$ cat src/rtl/cam_pkg.sv
// Shared types and default sizes for the cam_search lookup stage.
package cam_pkg;

  localparam int CAM_KEY_W  = 8;
  localparam int CAM_DEPTH  = 16;
  localparam int CAM_ADDR_W = $clog2(CAM_DEPTH);

  typedef logic [CAM_KEY_W-1:0]  key_t;
  typedef logic [CAM_ADDR_W-1:0] addr_t;

  typedef struct packed {
    logic  hit;
    logic  multi;
    addr_t addr;
  } cam_result_t;

endpackage

$ cat src/rtl/cam_search_if.sv
// Search, result and control signals of cam_search; master drives, slave is the CAM.
interface cam_search_if #(
  parameter int KEY_W = cam_pkg::CAM_KEY_W,
  parameter int DEPTH = cam_pkg::CAM_DEPTH
);
  localparam int ADDR_W = $clog2(DEPTH);

  logic              wr_en;
  logic [ADDR_W-1:0] wr_addr;
  logic [KEY_W-1:0]  wr_key;
  logic              inv_en;
  logic [ADDR_W-1:0] inv_addr;
  logic              flush;
  logic              srch_valid;
  logic [KEY_W-1:0]  srch_key;
  logic              srch_ready;
  logic              res_valid;
  logic              res_ready;
  logic              res_hit;
  logic [ADDR_W-1:0] res_addr;
  logic              res_multi;

  modport master (
    output wr_en, wr_addr, wr_key, inv_en, inv_addr, flush,
    output srch_valid, srch_key, res_ready,
    input  srch_ready, res_valid, res_hit, res_addr, res_multi
  );

  modport slave (
    input  wr_en, wr_addr, wr_key, inv_en, inv_addr, flush,
    input  srch_valid, srch_key, res_ready,
    output srch_ready, res_valid, res_hit, res_addr, res_multi
  );

endinterface

$ cat src/rtl/cam_prio_enc.sv
// Lowest-index priority encoder over a match vector, with hit and multi-hit flags.
module cam_prio_enc #(
  parameter int DEPTH  = cam_pkg::CAM_DEPTH,
  parameter int ADDR_W = $clog2(DEPTH)
) (
  input  logic [DEPTH-1:0]  i_match,
  output logic              o_hit,
  output logic              o_multi,
  output logic [ADDR_W-1:0] o_addr
);

  // Scan from the top so the lowest set index is the last one written.
  always_comb begin
    o_addr = {ADDR_W{1'b0}};
    for (int i = DEPTH - 1; i >= 0; i--) begin
      o_addr = i_match[i] ? ADDR_W'(i) : o_addr;
    end
  end

  // Clearing the lowest set bit leaves something only when two or more bits are set.
  always_comb begin
    o_hit   = |i_match;
    o_multi = |(i_match & (i_match - DEPTH'(1)));
  end

endmodule

$ cat src/rtl/cam_search.sv
// Two-stage CAM lookup: S1 snapshots the match vector, S2 encodes it; control port edits entries.
module cam_search
  import cam_pkg::*;
#(
  parameter int KEY_W  = CAM_KEY_W,
  parameter int DEPTH  = CAM_DEPTH,
  parameter int ADDR_W = $clog2(DEPTH)
) (
  input  logic         clk,
  input  logic         reset,
  cam_search_if.slave  bus
);

  logic [KEY_W-1:0]  r_keys [DEPTH];
  logic [DEPTH-1:0]  r_valid;
  logic [DEPTH-1:0]  w_valid_nxt;
  logic [DEPTH-1:0]  w_match;
  logic [DEPTH-1:0]  r_match;
  logic              r_s1_valid;
  logic              r_res_valid;
  logic              r_res_hit;
  logic              r_res_multi;
  logic [ADDR_W-1:0] r_res_addr;
  logic              w_s2_free;
  logic              w_s1_adv;
  logic              w_accept;
  logic              w_enc_hit;
  logic              w_enc_multi;
  logic [ADDR_W-1:0] w_enc_addr;

  assign w_s2_free      = !r_res_valid || bus.res_ready;
  assign w_s1_adv       = r_s1_valid && w_s2_free;
  assign bus.srch_ready = !r_s1_valid || w_s2_free;
  assign w_accept       = bus.srch_valid && bus.srch_ready;

  // Compare against current contents, i.e. before any same-cycle control update.
  always_comb begin
    w_match = {DEPTH{1'b0}};
    for (int i = 0; i < DEPTH; i++) begin
      w_match[i] = r_valid[i] && (r_keys[i] == bus.srch_key);
    end
  end

  // Per-entry control priority: write beats invalidate beats flush.
  always_comb begin
    w_valid_nxt = r_valid;
    for (int i = 0; i < DEPTH; i++) begin
      if (bus.wr_en && (bus.wr_addr == ADDR_W'(i))) begin
        w_valid_nxt[i] = 1'b1;
      end else if (bus.inv_en && (bus.inv_addr == ADDR_W'(i))) begin
        w_valid_nxt[i] = 1'b0;
      end else if (bus.flush) begin
        w_valid_nxt[i] = 1'b0;
      end else begin
        w_valid_nxt[i] = r_valid[i];
      end
    end
  end

  // Key storage is deliberately left out of reset.
  always_ff @(posedge clk) begin
    if (bus.wr_en) begin
      r_keys[bus.wr_addr] <= bus.wr_key;
    end
  end

  // Entry valid bits.
  always_ff @(posedge clk or negedge reset) begin
    if (!reset) begin
      r_valid <= {DEPTH{1'b0}};
    end else begin
      r_valid <= w_valid_nxt;
    end
  end

  // S1: match-vector snapshot taken at accept.
  always_ff @(posedge clk or negedge reset) begin
    if (!reset) begin
      r_s1_valid <= 1'b0;
      r_match    <= {DEPTH{1'b0}};
    end else if (w_accept) begin
      r_s1_valid <= 1'b1;
      r_match    <= w_match;
    end else if (w_s1_adv) begin
      r_s1_valid <= 1'b0;
    end
  end

  cam_prio_enc #(
    .DEPTH  (DEPTH),
    .ADDR_W (ADDR_W)
  ) u_enc (
    .i_match (r_match),
    .o_hit   (w_enc_hit),
    .o_multi (w_enc_multi),
    .o_addr  (w_enc_addr)
  );

  // S2: encoded result register, held while the consumer stalls.
  always_ff @(posedge clk or negedge reset) begin
    if (!reset) begin
      r_res_valid <= 1'b0;
      r_res_hit   <= 1'b0;
      r_res_multi <= 1'b0;
      r_res_addr  <= {ADDR_W{1'b0}};
    end else if (w_s1_adv) begin
      r_res_valid <= 1'b1;
      r_res_hit   <= w_enc_hit;
      r_res_multi <= w_enc_multi;
      r_res_addr  <= w_enc_addr;
    end else if (bus.res_ready) begin
      r_res_valid <= 1'b0;
    end
  end

  assign bus.res_valid = r_res_valid;
  assign bus.res_hit   = r_res_hit;
  assign bus.res_multi = r_res_multi;
  assign bus.res_addr  = r_res_addr;

endmodule

$ cat src/flat_wrapper.sv
// flat-port wrapper written by rule: the top's interface ports become plain ports
module cam_search_flat import cam_pkg::*;
#(
  parameter int KEY_W  = CAM_KEY_W,
  parameter int DEPTH  = CAM_DEPTH,
  parameter int ADDR_W = $clog2(DEPTH)
)
  (clk, reset, bus_wr_en, bus_wr_addr, bus_wr_key, bus_inv_en, bus_inv_addr, bus_flush, bus_srch_valid, bus_srch_key, bus_res_ready, bus_srch_ready, bus_res_valid, bus_res_hit, bus_res_addr, bus_res_multi);
  cam_search_if #(.KEY_W(KEY_W), .DEPTH(DEPTH)) bus_i ();
  input  logic clk;
  input  logic reset;
  input wire logic [$bits(bus_i.wr_en)-1:0] bus_wr_en;
  input wire logic [$bits(bus_i.wr_addr)-1:0] bus_wr_addr;
  input wire logic [$bits(bus_i.wr_key)-1:0] bus_wr_key;
  input wire logic [$bits(bus_i.inv_en)-1:0] bus_inv_en;
  input wire logic [$bits(bus_i.inv_addr)-1:0] bus_inv_addr;
  input wire logic [$bits(bus_i.flush)-1:0] bus_flush;
  input wire logic [$bits(bus_i.srch_valid)-1:0] bus_srch_valid;
  input wire logic [$bits(bus_i.srch_key)-1:0] bus_srch_key;
  input wire logic [$bits(bus_i.res_ready)-1:0] bus_res_ready;
  output wire logic [$bits(bus_i.srch_ready)-1:0] bus_srch_ready;
  output wire logic [$bits(bus_i.res_valid)-1:0] bus_res_valid;
  output wire logic [$bits(bus_i.res_hit)-1:0] bus_res_hit;
  output wire logic [$bits(bus_i.res_addr)-1:0] bus_res_addr;
  output wire logic [$bits(bus_i.res_multi)-1:0] bus_res_multi;
  assign bus_i.wr_en = bus_wr_en;
  assign bus_i.wr_addr = bus_wr_addr;
  assign bus_i.wr_key = bus_wr_key;
  assign bus_i.inv_en = bus_inv_en;
  assign bus_i.inv_addr = bus_inv_addr;
  assign bus_i.flush = bus_flush;
  assign bus_i.srch_valid = bus_srch_valid;
  assign bus_i.srch_key = bus_srch_key;
  assign bus_i.res_ready = bus_res_ready;
  assign bus_srch_ready = bus_i.srch_ready;
  assign bus_res_valid = bus_i.res_valid;
  assign bus_res_hit = bus_i.res_hit;
  assign bus_res_addr = bus_i.res_addr;
  assign bus_res_multi = bus_i.res_multi;
  cam_search #(.KEY_W(KEY_W), .DEPTH(DEPTH), .ADDR_W(ADDR_W)) u_core (.clk(clk), .reset(reset), .bus(bus_i));
endmodule
$ cat config.mk
export PLATFORM = sky130hd
export DESIGN_NAME = cam_search_flat
export DESIGN_NICKNAME = d
export VERILOG_FILES = /design/src/rtl/cam_pkg.sv /design/src/rtl/cam_search_if.sv /design/src/rtl/cam_prio_enc.sv /design/src/rtl/cam_search.sv /design/src/flat_wrapper.sv
export SDC_FILE = /design/constraint.sdc
export NUM_CORES = 1
export LEC_CHECK = 0
export BUFFER_PORTS_ARGS = -buffer_cell sky130_fd_sc_hd__buf_2
export CAP_MARGIN = 20
export CORE_MARGIN = 4
export CORE_UTILIZATION = 65
export CTS_CLUSTER_DIAMETER = 150
export DETAILED_ROUTE_END_ITERATION = 10
export PLACE_DENSITY = 0.84
export REMOVE_ABC_BUFFERS = 1
export SYNTH_ARGS = -nofsm -noshare
export SYNTH_HDL_FRONTEND = slang
export SYNTH_SLANG_ARGS = --single-unit
$ cat constraint.sdc
create_clock -name clk -period 3.3 [get_ports clk]
set_input_delay 0 -clock clk [delete_from_list [all_inputs] [get_ports clk]]
set_output_delay 0 -clock clk [all_outputs]
set_load 0.01 [all_outputs]
==> flow_metrics.py, run 1 <==
metrics = {
    "global_route": {
        "antenna_found_initial": 0,
        "grt_pass1_wl_mm": 26.6,
        "grt_max_degree": 41,
        "grt_pass1_vias": 4794,
        "overflow": 0,
        "use_met3": 0.0647,
        "use_met2": 0.462,
        "grt_use_total": 0.280,
        "grt_busiest_layer": "met2",
        "grt_use_met1": 0.352,
    },
    "cts": {
        "htreeDepth": 4,
        "cts_resized": 0,
        "root_buffer": "clkbuf_8",
        "clock_latency_ns": 0.54,
        "cts_made_buffers": 17,
        "cts_max_path_buffers": 2,
        "clk_pin_slew_ns": 0.06,
        "cts_tree": "built",
        "clkSinkCount": 168,
    },
    "route": {
        "first_pass_iters": 8,
        "routed_via_density": 6.30,
        "drt-initial-drc-count": 529,
        "wl_per_cell_um": 22.6,
        "ant_nets": 0,
        "drt_wl_total_mm": 17.0,
        "via_count": 4741,
        "drc_errors": 0,
    },
    "die": {
        "core-area_um2": 10900,
        "std_cell_rows": 38,
        "io-pin-count": 39,
        "dieArea_um2": 13000,
        "die_height_um": 114,
        "dieWidth_um": 114,
        "start_util": 0.670,
    },
    "logic_synthesis": {
        "syn-cell-area_um2": 7290,
        "yosys_warnings": 0,
        "synth_seq_cells": 168,
        "async_flop_share": 0.238,
        "synth_seq_area_share": 0.665,
        "synth_edf_count": 128,
        "synthFlopType": "edfxtp_1",
        "synth_cells": 533,
        "synth_area_per_cell_um2": 13.7,
        "ys_types": 46,
    },
    "cells_and_area": {
        "final_nets": 631,
        "n_antenna_cell": 0,
        "post-route-util": 0.778,
        "layoutNonFillerInstCount": 753,
        "drive_gt1_frac": 0.127,
        "syn_to_final_growth_pct": 16.2,
    },
    "critical_path": {
        "cp-start-kind": "input pin",
        "cpMostUsedCell": "dlygate4sd3_1",
        "required_ns": 3.72,
        "path_class": "in2reg",
        "cp_max_fo": 4,
        "cp_top_family": "buffers and inverters",
        "crit_buf_inv": 4,
        "worstPathCellList": "dlygate4sd3_1, buf_2, nand3b_1, o311ai_0, dlygate4sd3_1, o21ai_0, dlygate4sd3_1",
        "endpoint_kind": "flop",
        "cp_slowest_cell": "dlygate4sd3_1",
        "cp.arrival_ns": 2.55,
        "cpPeakStageDelay_ns": 0.62,
    },
    "timing": {
        "setup_viol": 0,
        "skew_ns": 0.00988,
        "slew_headroom": 0.396,
        "rsz0062_at_grt": "false",
        "min_period_ns": 2.14,
        "final-hold-violation-count": 0,
        "worstMarginPinSlew_ns": 0.906,
        "final_max_slew_viol_count": 0,
        "finalCritPeriodShare": 0.647,
        "timing.fmax_mhz": 468,
        "setup_tns_ns": 0,
    },
    "status": {
        "status": "finished, final reports clean",
    },
    "placed_design": {
        "numPortBuffers": 38,
        "dpl.cell_count": 687,
        "gp_congestion": 0.936,
        "place_hpwl_mm": 9.71,
    },
    "power_and_ir_drop": {
        "peakVddDrop_mv": 0.484,
        "total_power_mw": 4.66,
        "leakage_nw": 3.13,
        "powerDensity_nw_per_um2": 550,
    },
    "hold_path": {
        "min_path_type": "in2reg",
    },
    "job": {
        "maxCapViolCount": 0,
    },
}
[report_power, final]
group	leakage, nW	switching, mW	internal, mW
clock	0.292	0.766	1.25
sequential	1.70	0.0220	2.33
combinational	1.14	0.196	0.105
[final cells by class]
cell class / instances / area (µm²)
Clock buffer: 23 / 447
Clock inverter: 9 / 148
Fill cell: 577 / 2420
Inverter: 3 / 11.3
Multi-Input combinational cell: 338 / 2330
Sequential cell: 168 / 4840
Tap cell: 140 / 175
Timing Repair Buffer: 72 / 518
[synth_stat cells, drive strengths merged, types with 3 or more instances]
cell	n	area, µm²
edfxtp	128	3840
xor2	112	981
dfrtp	40	1000
nand2	30	113
o21ai	29	145
nor3	27	135
nor2	21	78.8
nor4	19	125
nand4	16	100
xnor2	16	140
clkbuf	13	48.8
nand2b	13	81.3
buf	11	56.3
o211ai	6	45.0
o311ai	6	52.6
nand3b	5	37.5
o31ai	5	37.5
a31o	4	35.0
inv	3	11.3
or2	3	18.8
[sequential cells by signal (all words and copies together), names as in the netlist]
| name | count |
|---|---|
| u_core.r_s1_valid | 1 |
| u_core.r_keys | 128 |
| u_core.r_match | 16 |
| u_core.r_valid | 16 |
| u_core.bus.res_multi | 1 |
| u_core.bus.res_valid | 1 |
| u_core.bus.res_addr | 4 |
| u_core.bus.res_hit | 1 |
[path summary, 6_finish.rpt]
path,start,to,slack (ns),depth (start not counted)
worst min register to register,u_core.bus.res_addr[2],u_core.bus.res_addr[2],0.48,2
min in group asynchronous,reset,u_core.bus.res_addr[1],0.16,2
worst min-delay path,bus_flush,u_core.r_valid[0],0.04,3
worst max register to register,u_core.r_match[3],u_core.bus.res_multi,1.38,5
max in group asynchronous,reset,u_core.r_valid[1],2.57,2
worst max-delay path,bus_inv_addr[1],u_core.r_valid[1],1.16,7
[routing by layer]
layer	part of all wire	vias up
met5	0	-
met4	0.026	0
met3	0.079	49
met2	0.51	269
met1	0.39	2338
li1	-	2085
[layout by cell type, fill, tap and decap left out, types with 2 or more instances in the layout]
master / Yosys / layout
o311ai_0: 6 / 6
a31o_2: 3 / 3
dfrtp_1: 40 / 40
nand3_1: 2 / 2
edfxtp_1: 128 / 128
bufinv_16: 0 / 4
o211ai_1: 6 / 6
o31ai_1: 5 / 5
nand3b_1: 5 / 5
o21ai_0: 29 / 29
nand2_1: 30 / 30
nand4_1: 16 / 16
o31a_1: 2 / 2
or2_2: 2 / 2
nand2b_1: 13 / 13
a21oi_1: 2 / 2
dlygate4sd3_1: 0 / 30
xor2_1: 112 / 112
clkbuf_8: 0 / 2
or4_1: 2 / 2
xnor2_1: 16 / 16
inv_1: 3 / 3
nor4_1: 18 / 18
a2111oi_0: 2 / 2
nor2_1: 21 / 21
nor3_1: 27 / 27
clkbuf_4: 0 / 3
clkbuf_16: 0 / 16
clkbuf_1: 13 / 5
clkinv_2: 0 / 3
buf_2: 9 / 39
[worst min-delay path: stages]
cell and delay, ns:
buf_2 0.08, inv_1 0.20, a31o_1 0.25
[cell families after synthesis]
| kind of cell | Yosys count | synth area share |
|---|---|---|
| xor gates and xnor gates | 128 | 0.154 |
| DFF | 168 | 0.665 |
| buffers and inverters | 27 | 0.0160 |
| and+or+nand+nor | 145 | 0.106 |
| adders and majority gates | 2 | 0.00292 |
| AOI/OAI and AO/OA | 63 | 0.0568 |
[metrics by stage]
stage	hold WS, ns	cell area [µm²]	setup slack (ns)
2_1_floorplan	-0.296	7180	1.58
3_3_place_gp	0.157	7550	1.47
3_5_place_dp	0.174	7550	1.39
4_1_cts	0.00307	8440	1.27
5_1_grt	0.0523	8470	1.08
6_report	0.0401	8470	1.16
[repair_timing]
| item | in CTS | in global routing |
|---|---|---|
| hold buffers | 30 | 0 |
| hold endpoints to repair | 210 | 0 |
| setup buffers | 0 | 0 |
No activity file was read; power rests on OpenSTA's default activity.
==> inputs of run 2 (changes only) <==
Settings changed: CORE_UTILIZATION 65 to 61, PLACE_DENSITY 0.84 to 0.8.
Clock period 3.3 ns to 2.2 ns, I/O delays scaled along.
==> run 2 against run 1 <==
Compared with the run above:
- worst hold slack got worse by 0.016 ns
- clock skew decreased by 0.0054 ns
- combinational power increased by 40%
- power is 40% higher
- routed wire length fell by 6.0%
- cell area shrank 3.3%
==> flow_metrics.py, run 2 (synthesis results as in run 1) <==
metrics = {
    "job": {
        "maxCapViolCount": 0,
    },
    "cells_and_area": {
        "reg_top3": "u_core.r_keys (128), u_core.r_match (16), u_core.r_valid (16)",
        "final_nets": 612,
        "drive_gt1_frac": 0.130,
        "top_register": "u_core.r_keys",
        "final_common_cell": "edfxtp_1",
        "most-common-layout-cells": "edfxtp_1 (128), xor2_1 (112), dfrtp_1 (40)",
        "post-route-util": 0.709,
        "syn_to_final_growth_pct": 12.4,
        "largest_reg_flops": 128,
        "n_antenna_cell": 0,
    },
    "timing": {
        "worst_slack_ns": 0.246,
        "timing.fmax_mhz": 512,
        "final-hold-violation-count": 0,
        "skew_ns": 0.00447,
        "setup_viol": 0,
        "finalCritPeriodShare": 0.888,
        "final_max_slew_viol_count": 0,
        "min_period_ns": 1.95,
        "setup_tns_ns": 0,
        "worstMarginPinSlew_ns": 0.931,
        "slew_headroom": 0.379,
        "rsz0062_at_grt": "false",
    },
    "critical_path": {
        "endpoint_kind": "flop",
        "required_ns": 2.50,
        "worstPathCellList": "nor4_2, nand2_1, a2111oi_0, nor3_1, o31a_1",
        "r2r_end": "u_core.bus.res_multi",
        "cp-start-kind": "flop",
        "r2r_start": "u_core.r_match[3]",
        "worstRegToRegCells": 5,
        "cp_slowest_cell": "dfrtp_1",
        "path_class": "reg2reg",
        "cpPeakStageDelay_ns": 0.45,
        "cp.arrival_ns": 2.26,
        "ff2ff_setup_slack_ns": 0.25,
        "crit_start": "u_core.r_match[3]",
        "cp_max_fo": 6,
    },
    "power_and_ir_drop": {
        "intPower_mw": 5.12,
        "leakage_nw": 3.01,
        "swShare": 0.217,
        "pwr-share-seq": 0.538,
        "peakVddDrop_mv": 0.637,
        "p_sw_mw": 1.42,
        "powerDensity_nw_per_um2": 798,
        "clkPwrFrac": 0.397,
        "combinationalPowerShare": 0.064,
    },
    "route": {
        "drc_errors": 0,
        "drt-initial-drc-count": 485,
        "ant_nets": 0,
        "wl_per_cell_um": 21.7,
        "drt_wl_total_mm": 16.0,
        "routed_via_density": 6.15,
        "first_pass_iters": 5,
        "via_count": 4530,
    },
    "cts": {
        "cts_resized": 0,
        "clock_latency_ns": 0.42,
        "cts_tree": "built",
        "clkSinkCount": 168,
        "post_cts_buffers": 0,
        "root_buffer": "clkbuf_16",
        "clk_pin_slew_ns": 0.06,
        "cts_max_path_buffers": 2,
        "htreeDepth": 4,
        "cts_made_buffers": 17,
    },
    "die": {
        "io-pin-count": 39,
        "die_height_um": 117,
        "dieArea_um2": 13800,
        "start_util": 0.630,
        "std_cell_rows": 39,
        "core-area_um2": 11600,
        "dieWidth_um": 117,
    },
    "placed_design": {
        "gp_congestion": 0.949,
        "numPortBuffers": 38,
        "preCtsSetupSlack_ns": 0.314,
        "place_hpwl_mm": 9.69,
    },
    "hold_path": {
        "min_path_type": "in2reg",
        "whs_path_depth": 3,
        "hold_start": "bus_wr_addr[2]",
        "min_to": "u_core.r_valid[1]",
    },
    "global_route": {
        "grt_max_degree": 41,
        "grt_pass1_vias": 4519,
        "grt_pass1_wl_mm": 24.8,
        "antenna_found_initial": 0,
        "grt_use_total": 0.239,
        "overflow": 0,
    },
    "status": {
        "status": "finished, final reports clean",
    },
}
-- run 2: changes by cell type in the layout (fill, tap and decap cells not counted), moves of 3 or more --
| cell | change |
|---|---|
| dlygate4sd3_1 | -22 |
| buf_4 | +7 |
| bufinv_16 | -4 |
| clkbuf_1 | +3 |
| clkbuf_4 | -3 |
-- run 2: how the worst max path moves through the flow --
stage | to | depth (start not counted) | slack (ns)
2_1_floorplan | u_core.bus.res_multi | 5 | 0.48
3_3_place_gp | u_core.bus.res_multi | 5 | 0.42
3_5_place_dp | u_core.bus.res_multi | 5 | 0.31
4_1_cts | u_core.bus.res_multi | 5 | 0.29
5_1_grt | u_core.bus.res_multi | 5 | 0.18
6_report | u_core.bus.res_multi | 5 | 0.25
-- run 2: what timing repair did --
action                                  in CTS  in global routing
endpoints found under the setup margin       0                  0
hold buffers                                 8                  0
hold endpoints to repair                    46                  0
-- run 2: area by class of cell --
| type | count | area, µm² |
|---|---|---|
| sequential | 168 | 4840 |
| fill | 741 | 3370 |
| multi-input combinational | 338 | 2330 |
| clock buffer | 27 | 483 |
| timing repair buffer | 53 | 323 |
| tap | 143 | 179 |
| clock inverter | 5 | 25.0 |
| inverter | 3 | 11.3 |
-- run 2: routing by layer --
metal,part of all wire,global-route usage
met5,0,0
met4,0.027,0.0968
met2,0.50,0.394
met1,0.40,0.311
met3,0.073,0.0553
-- run 2: power by group through the flow --
| stage | logic, mW | registers [mW] | clock network [mW] |
|---|---|---|---|
| after CTS | 0.423 | 3.52 | 2.61 |
| after global routing | 0.462 | 3.52 | 2.76 |
| after global placement | 0.394 | 3.58 | 0 |
| after detailed placement | 0.408 | 3.58 | 0 |
| after floorplan | 0.185 | 3.58 | 0 |
| final | 0.421 | 3.52 | 2.60 |
-- run 2: worst max-delay path, delay by kind of cell (launching register included) --
kind | cells | cell delay (ns)
AOI/OAI and AO/OA | 2 | 0.71
and+or+nand+nor | 3 | 0.68
DFF | 1 | 0.45
-- run 2: metrics by stage --
stage | total power [mW] | std cells | cell area [µm²] | hold slack (ns)
6_report | 6.54 | 737 | 8190 | 0.0240
5_1_grt | 6.75 | 737 | 8190 | 0.0137
4_1_cts | 6.55 | 737 | 8190 | 0.00970
3_5_place_dp | 3.99 | 697 | 7610 | 0.182
3_3_place_gp | 3.97 | 697 | 7610 | 0.170
2_1_floorplan | 3.76 | 509 | 7180 | -0.296
==> inputs of run 3 (changes only) <==
Settings changed: ABC_AREA set to 1, PLACE_DENSITY 0.8 to 0.79.
==> run 3 against run 2 <==
Compared with the run above:
- combinational power is 9.7% higher
- clock skew up 0.0024 ns
- via count rose by 15%
- highest routed layer is now met5
- worst hold slack got worse by 0.0083 ns
- worst setup slack improved by 0.23 ns
- synthesized cell count rose by 20%
- largest power group unchanged
- clock power grew 8.8%
- flip-flop and latch count stayed put
- critical path depth up 1
- critical path type unchanged
==> flow_metrics.py, run 3 <==
metrics = {
    "status": {
        "status": "finished, final reports clean",
    },
    "cts": {
        "clock_latency_ns": 0.42,
        "htreeDepth": 4,
        "post_cts_buffers": 0,
        "clkSinkCount": 168,
        "root_buffer": "clkbuf_16",
        "cts_max_path_buffers": 2,
        "cts_tree": "built",
        "cts_made_buffers": 17,
        "clk_pin_slew_ns": 0.06,
    },
    "power_and_ir_drop": {
        "powerDensity_nw_per_um2": 816,
        "leakage_nw": 3.16,
        "peakVddDrop_mv": 0.590,
        "total_power_mw": 6.82,
    },
    "logic_synthesis": {
        "synth_cells": 638,
        "ys_types": 41,
        "yosys_warnings": 0,
        "syn-cell-area_um2": 7470,
        "netlist_top_cells_area": "edfxtp_1 (51%), dfrtp_1 (13%), xor2_1 (6.7%)",
        "synth_area_per_cell_um2": 11.7,
        "synth_edf_count": 128,
        "synthFlopType": "edfxtp_1",
        "synth_seq_area_share": 0.649,
        "synth_seq_cells": 168,
        "async_flop_share": 0.238,
        "netlist_top_cells_count": "edfxtp_1 (128), nand2_1 (72), nor2_1 (70)",
        "synth_most_common_cell": "edfxtp_1",
        "synth_top_area_frac": 0.515,
        "synth_area_leader_cell": "edfxtp_1",
    },
    "route": {
        "drt_wl_total_mm": 17.8,
        "via_count": 5211,
        "wl_per_cell_um": 21.1,
        "first_pass_iters": 5,
        "routed_via_density": 6.18,
        "drt-initial-drc-count": 557,
        "ant_nets": 0,
        "drc_errors": 0,
    },
    "timing": {
        "min_period_ns": 1.73,
        "worst_slack_ns": 0.472,
        "skew_ns": 0.00686,
        "timing.fmax_mhz": 579,
        "final_max_slew_viol_count": 0,
        "rsz0062_at_grt": "false",
        "final-hold-violation-count": 0,
        "setup_viol": 0,
        "finalCritPeriodShare": 0.785,
        "setup_tns_ns": 0,
        "worstMarginPinSlew_ns": 0.911,
        "slew_headroom": 0.392,
    },
    "critical_path": {
        "worstPathCellList": "nand3_1, nand2_2, inv_1, buf_4, nand4_1, o21ai_0",
        "cp_slowest_cell": "dfrtp_1",
        "r2r_start": "u_core.r_s1_valid",
        "crit_start": "u_core.r_s1_valid",
        "r2r_end": "u_core.r_match[15]",
        "required_ns": 2.53,
        "cp_max_fo": 18,
        "cpPeakStageDelay_ns": 0.39,
        "worstRegToRegCells": 6,
        "endpoint_kind": "flop",
        "ff2ff_setup_slack_ns": 0.47,
        "cp-start-kind": "flop",
        "cp.arrival_ns": 2.06,
        "crit_path_end": "u_core.r_match[15]",
        "path_class": "reg2reg",
    },
    "cells_and_area": {
        "drive_gt1_frac": 0.135,
        "n_antenna_cell": 0,
        "final_nets": 714,
        "reg_top3": "u_core.r_keys (128), u_core.r_match (16), u_core.r_valid (16)",
        "top_register": "u_core.r_keys",
        "syn_to_final_growth_pct": 11.9,
        "final_common_cell": "edfxtp_1",
        "fillers": 825,
        "post-route-util": 0.696,
        "most-common-layout-cells": "edfxtp_1 (128), nand2_1 (72), nor2_1 (70)",
        "largest_reg_flops": 128,
        "design_area_um2": 8360,
    },
    "die": {
        "io-pin-count": 39,
        "die_height_um": 119,
        "dieWidth_um": 119,
        "core-area_um2": 12000,
        "dieArea_um2": 14100,
        "std_cell_rows": 40,
        "start_util": 0.622,
    },
    "job": {
        "maxCapViolCount": 0,
    },
    "global_route": {
        "overflow": 0,
        "antenna_found_initial": 1,
        "grt_pass1_wl_mm": 27.6,
        "grt_max_degree": 41,
        "grt_use_total": 0.261,
        "grt_pass1_vias": 5068,
    },
    "placed_design": {
        "place_hpwl_mm": 11.4,
        "gp_congestion": 0.946,
        "preCtsSetupSlack_ns": 0.536,
        "numPortBuffers": 38,
        "placed_area_um2": 7760,
    },
    "hold_path": {
        "min_path_type": "in2reg",
    },
}
-- run 3: changes by cell type after synthesis, sizes merged, moves of 10 or more --
cell,change
nand2b,-13
nor2,+55
inv,+55
xnor2,-10
nor3,-10
o21ai,+19
o32ai,+12
xor2,-55
nand2,+47
a2111oi,+16
nand3,+12
-- run 3: stage by stage --
| stage | instances | hold slack [ns] |
|---|---|---|
| 2_1_floorplan | 616 | -0.296 |
| 4_1_cts | 843 | 0.00105 |
| 3_3_place_gp | 807 | 0.173 |
| 5_1_grt | 843 | 0.00376 |
| 3_5_place_dp | 807 | 0.184 |
| 6_report | 843 | 0.0157 |
-- run 3: layer usage --
layer,global-route usage,part of all wire,up-vias
met5,0,0.00073,-
met4,0.0978,0.023,2
met3,0.0646,0.090,39
met2,0.424,0.49,256
met1,0.342,0.40,2557
li1,-,-,2357
-- run 3: power by group --
part           total (mW)  switching, mW  leakage [nW]  internal [mW]
sequential           3.53         0.0327          1.70           3.49
clock                2.83           1.18         0.276           1.65
combinational       0.462          0.332          1.18          0.130
-- run 3: worst max-delay path, delay by kind of cell (launching register included) --
kind	cells	cell delay (ns)
AO/OA/AOI/OAI	1	0.13
buffers and inverters	2	0.63
flip-flops	1	0.39
AND/OR/NAND/NOR	3	0.49
-- run 3: cell families (layout without fill, tap and decap cells) --
| family | after synthesis | in the layout | synth area share |
|---|---|---|---|
| AND/OR/NAND/NOR | 211 | 211 | 0.129 |
| flip-flops | 168 | 168 | 0.649 |
| AO/OA/AOI/OAI | 115 | 115 | 0.101 |
| buffers and inverters | 80 | 138 | 0.0469 |
| XOR/XNOR | 63 | 63 | 0.0739 |
| adder cells (fa/ha/maj) | 1 | 1 | 0.00134 |
-- run 3: how the worst min path moves through the flow --
stage / from / to / slack (ns) / cells past startpoint
3_5_place_dp: reset / u_core.bus.res_addr[0] / 0.18 / 1
4_1_cts: bus_wr_key[7] / u_core.r_keys[11][7] / 0.001 / 1
6_report: bus_wr_key[7] / u_core.r_keys[10][7] / 0.02 / 1
3_3_place_gp: reset / u_core.bus.res_valid / 0.17 / 1
5_1_grt: bus_wr_key[7] / u_core.r_keys[11][7] / 0.004 / 1
2_1_floorplan: reset / u_core.bus.res_addr[0] / -0.30 / 0
-- run 3: cell type report --
cell class	count	area, µm²	area share
multi-input cells	390	2270	0.272
clock inverters	14	134	0.0160
well taps	147	184	0.0220
flip-flops and latches	168	4840	0.580
inverters	58	218	0.0260
clock buffers	18	429	0.0513
repair buffers	48	275	0.0329
-- run 3: timing repair --
item,4_1_cts,5_1_grt
hold buffers,4,0
endpoints found under the setup margin,0,0
endpoints found under the hold margin,43,0
gates resized for setup,0,0
